<file path="src/rtl/playback_sequencer.sv">
// playback_sequencer: transport controller for the music player datapath.
// Turns debounced play/next pulses and ff/rewind switches into play enable,
// song select, a one-cycle song-restart pulse and the beat tick that paces
// the song_reader / note_player. Shares the codec new_frame timebase.
//
// Optional build macro: AUTO_ADVANCE_EN
//   defined   : song_done while playing moves on to the next song and keeps playing
//   undefined : song_done while playing rewinds the same song and pauses
//
// Ports:
//   clk          system clock
//   reset        asynchronous, active-low
//   play_button  one-cycle pulse, toggles play/pause
//   next_button  one-cycle pulse, advance to next song
//   ff_switch    level, 1 = double beat rate
//   r_switch     level, 1 = reverse playback
//   new_frame    one-cycle pulse per codec sample
//   song_done    one-cycle pulse at end of song
//   play         1 while playing (one cycle behind the state)
//   song_reset   one-cycle restart pulse for song_reader
//   current_song selected song index
//   beat         one-cycle beat tick
//   beat_dir     registered copy of r_switch
module playback_sequencer #(
  parameter int BEAT_COUNT = 1000,
  parameter int NUM_SONGS  = 4
) (
  input  logic       clk,
  input  logic       reset,
  input  logic       play_button,
  input  logic       next_button,
  input  logic       ff_switch,
  input  logic       r_switch,
  input  logic       new_frame,
  input  logic       song_done,
  output logic       play,
  output logic       song_reset,
  output logic [1:0] current_song,
  output logic       beat,
  output logic       beat_dir
);

  localparam int CW = $clog2(BEAT_COUNT);
  localparam logic [CW-1:0] TERM_NORM = CW'(BEAT_COUNT - 1);
  localparam logic [CW-1:0] TERM_FF   = CW'(BEAT_COUNT / 2 - 1);
  localparam logic [1:0]    LAST_SONG = 2'(NUM_SONGS - 1);

`ifdef AUTO_ADVANCE_EN
  localparam logic DONE_ADV = 1'b1;
`else
  localparam logic DONE_ADV = 1'b0;
`endif

  typedef enum logic [1:0] {PAUSED, PLAYING, RESTART} state_t;

  state_t        state;
  logic [CW-1:0] frame_cnt;
  logic          advance;
  logic          resume;
  logic [CW-1:0] term;

  // >= rather than == so switching to ff mid-beat (counter already past the
  // short terminal count) fires on the very next frame instead of wrapping.
  assign term = ff_switch ? TERM_FF : TERM_NORM;

  always_ff @(posedge clk or negedge reset) begin
    if (!reset) begin
      state        <= PAUSED;
      play         <= 1'b0;
      song_reset   <= 1'b0;
      current_song <= 2'd0;
      beat         <= 1'b0;
      beat_dir     <= 1'b0;
      frame_cnt    <= '0;
      advance      <= 1'b0;
      resume       <= 1'b0;
    end else begin
      beat_dir   <= r_switch;
      play       <= (state == PLAYING);
      song_reset <= 1'b0;
      beat       <= 1'b0;
      case (state)
        PAUSED: begin
          if (next_button) begin
            state   <= RESTART;
            advance <= 1'b1;
            resume  <= 1'b0;
          end else if (play_button) begin
            state <= PLAYING;
          end
        end
        PLAYING: begin
          if (new_frame) begin
            if (frame_cnt >= term) begin
              frame_cnt <= '0;
              beat      <= 1'b1;
            end else begin
              frame_cnt <= frame_cnt + 1'b1;
            end
          end
          if (next_button) begin
            state   <= RESTART;
            advance <= 1'b1;
            resume  <= 1'b0;
          end else if (song_done) begin
            state   <= RESTART;
            advance <= DONE_ADV;
            resume  <= DONE_ADV;
          end else if (play_button) begin
            state <= PAUSED;
          end
        end
        RESTART: begin
          song_reset <= 1'b1;
          frame_cnt  <= '0;
          if (advance)
            current_song <= (current_song == LAST_SONG) ? 2'd0 : current_song + 2'd1;
          state <= resume ? PLAYING : PAUSED;
        end
        default: state <= PAUSED;
      endcase
    end
  end

endmodule

</file>
<file path="config.mk">
export PLATFORM = sky130hd
export DESIGN_NAME = playback_sequencer
export DESIGN_NICKNAME = d
export VERILOG_FILES = /design/src/rtl/playback_sequencer.sv
export SDC_FILE = /design/constraint.sdc
export NUM_CORES = 1
export LEC_CHECK = 0
export ABC_AREA = 1
export BUFFER_PORTS_ARGS = -buffer_cell sky130_fd_sc_hd__buf_2
export CORE_MARGIN = 10
export CORE_UTILIZATION = 45
export DETAILED_ROUTE_END_ITERATION = 16
export GPL_ROUTABILITY_DRIVEN = 0
export PLACE_DENSITY = 0.66
export SYNTH_ARGS = -nofsm -noshare
export SYNTH_HDL_FRONTEND = slang
export SYNTH_SLANG_ARGS = --single-unit
</file>
<file path="constraint.sdc">
create_clock -name clk -period 1.65 [get_ports clk]
set_input_delay 0.2475 -clock clk [delete_from_list [all_inputs] [get_ports clk]]
set_output_delay 0.2475 -clock clk [all_outputs]
set_load 0.005 [all_outputs]
</file>
==> impl_metrics.ini <==
[run_status]
outcome = finished, final reports clean

[floorplan]
rows = 17
core_mm2 = 0.00221
die_area_mm2 = 0.00465
die_h_um = 68.2
start_util_pct = 47.2
pin_count = 14
die_width_um = 68.2

[sta]
slew_headroom_pct = 70.6
drv_slew = 0
fin_hold_ws_ns = 0.0484
finClkSkew_ns = 0.00486
clock.fmax_mhz = 676
hold_violations = 0
fin_crit_sh_pct = 89.7
rsz0062_at_grt = no
fin_ws_ns = 0.170
fin_setup_tns_ns = 0
fin_crit_ns = 1.48
finalSetupViolCount = 0
tightest_slew_ns = 0.441

[route]
initialDrtViolationCount = 25
via_count = 796
routed_wl_mm = 1.86
drc_errors = 0
drt-pass1-iter-count = 6
via_per_inst = 4.65
wl_per_cell_um = 10.9
drtAntennaViolNets = 0

[cells_and_area]
syn_to_final_growth_pct = 12.1
drive_above_1_share_pct = 19.6
antenna_cells = 0
final_core_util_pct = 52.9
final_nets = 157

[clocking]
path_clk_slew_ns = 0.11
clk_latency_ns = 0.30
cts_resized = 0
root_buffer = clkbuf_4
cts_sinks = 19
postCtsSetupBuffers = 0
cts_buffers = 3
h-tree-depth = 1
cts_buffer_depth = 2
cts_tree = done

[critical_path]
startpoint_type = flop
crit_family = simple AND/OR/NAND/NOR gates
cp_max_fo = 5
cp_data_arrival_time_ns = 1.68
critical_path_class = reg2reg
critPathSlowestCell = dfrtp_1
endpoint_kind = flop
worstPathRequired_ns = 1.85
critPathMaxStageDelay_ns = 0.45
path_cells = ha_1, nand2_2, nor2_1, nand3_1, nand3_2, nand2_1, nand2_1, nor2_1
worst-path-buf-inv = 0

[placement]
pre_cts_ws_ns = 0.171
port-buffer-count = 13
dp.final_hpwl_mm = 1.44

[synth]
synth_area_mm2 = 0.00104
async_reset_ff_share_pct = 100
yosysWarnings = 0
synth_cells = 126
synth_cell_types = 24
yosys.area.top_type = dfrtp_1
yosysTopAreaCellShare_pct = 45.5
netlist_top_cells_area = dfrtp_1, nand2_1, inv_1
synth_flop_cell = dfrtp_1
synth_edf_count = 0
avgSynthCellArea_um2 = 8.29
ys_seq_elements = 19
yosysSeqAreaShare_pct = 45.5
syn_nets = 139

[worst_hold_path]
hp-class = in2reg

[power_and_ir_drop]
finalPower_uw = 948
vdd_drop_max_mv = 0.574
power_density_mw_per_mm2 = 810
power.leakage_uw = 0.000694

[job]
max_cap_viol_count = 0

[global_routing]
grt_pass1_wl_mm = 3.21
gr-total-overflow = 0
grt_max_degree = 20
track_usage_pct = 9.12
grt_pass1_vias = 762
antenna_found_initial = 0
==> power by group <==
| part | total [uW] | internal [uW] | switching, uW |
|---|---|---|---|
| Combinational | 168 | 76.3 | 91.8 |
| Clock | 235 | 90.3 | 145 |
| Sequential | 545 | 511 | 33.4 |
| Total | 948 | 678 | 270 |
==> synthesized netlist by cell type (2+ instances only) <==
| cell | count |
|---|---|
| inv_2 | 2 |
| ha_1 | 5 |
| nor2_1 | 10 |
| dfrtp_1 | 19 |
| inv_1 | 17 |
| nor2_4 | 2 |
| nand2_2 | 2 |
| o21ai_0 | 2 |
| xor2_1 | 4 |
| nand2_4 | 2 |
| nand3_1 | 5 |
| nand2_1 | 44 |
==> state kept, by name, indices dropped and copies added, names as in the netlist <==
signal,flops
advance,1
beat,1
song_reset,1
state,2
beat_dir,1
play,1
frame_cnt,10
current_song,2
==> final cells by class <==
class / count / area, um2
Fill cell: 217 / 1040
Tap cell: 28 / 35.0
Sequential cell: 19 / 475
Clock inverter: 1 / 5.00
Inverter: 19 / 71.3
Clock buffer: 3 / 22.5
Timing Repair Buffer: 14 / 75.1
Multi-Input combinational cell: 87 / 487
==> placed cells by master (no fill, tap or decap) <==
cell type / netlist / routed
mux2_1: 1 / 1
buf_2: 0 / 13
dfrtp_1: 19 / 19
nand2_2: 2 / 2
nand2_4: 2 / 2
ha_1: 5 / 5
nor3_4: 1 / 1
o21ai_1: 1 / 1
dlygate4sd3_1: 0 / 1
o21a_1: 1 / 1
inv_1: 17 / 17
nor2_4: 2 / 2
o22ai_1: 1 / 1
clkinv_2: 0 / 1
nand3b_1: 1 / 1
nand3_1: 5 / 5
nor2_1: 10 / 10
inv_2: 2 / 2
nand2_1: 44 / 44
xnor2_1: 1 / 1
xor2_1: 4 / 4
nor2_2: 1 / 1
nand4_1: 1 / 1
o21ai_0: 2 / 2
a2111oi_0: 1 / 1
nand3_2: 1 / 1
clkbuf_4: 0 / 3
==> through the flow <==
stage,cells,cell area (um2)
after floorplan,126,1040
after CTS,171,1170
after detailed placement,166,1130
after global placement,166,1130
after global routing,171,1170
final,171,1170
==> repair_timing <==
item                                    CTS  global route
hold buffers                              1             0
endpoints found under the hold margin    19             0
endpoints found under the setup margin    0             0
==> cells by family after synthesis <==
| logic type | count (synthesis) | synth area share [%] |
|---|---|---|
| simple gates | 70 | 31.7 |
| compound gates | 6 | 3.59 |
| xor+xnor | 5 | 4.19 |
| buf+inv | 20 | 7.90 |
| mux | 1 | 1.08 |
| flops | 19 | 45.5 |
| fa+ha+maj | 5 | 5.99 |
==> final timing paths <==
path,startpoint,end,slack (ns),depth (start not counted)
worst min-delay path,r_switch,beat_dir,0.05,1
max in group asynchronous,reset,frame_cnt[2],0.93,2
worst max-delay path,frame_cnt[4],frame_cnt[6],0.17,8
worst max register to register,frame_cnt[4],frame_cnt[6],0.17,8
worst min register to register,current_song[1],current_song[1],0.53,1
min in group asynchronous,reset,state[1],0.41,2
==> layer usage <==
metal	vias up	global-route usage, %	routed length [um]
met1	352	10.2	842
met2	15	14.9	873
li1	424	-	-
met3	5	2.94	101
met4	0	5.28	42
met5	-	0	0
Power figures use the tool's default switching activity.
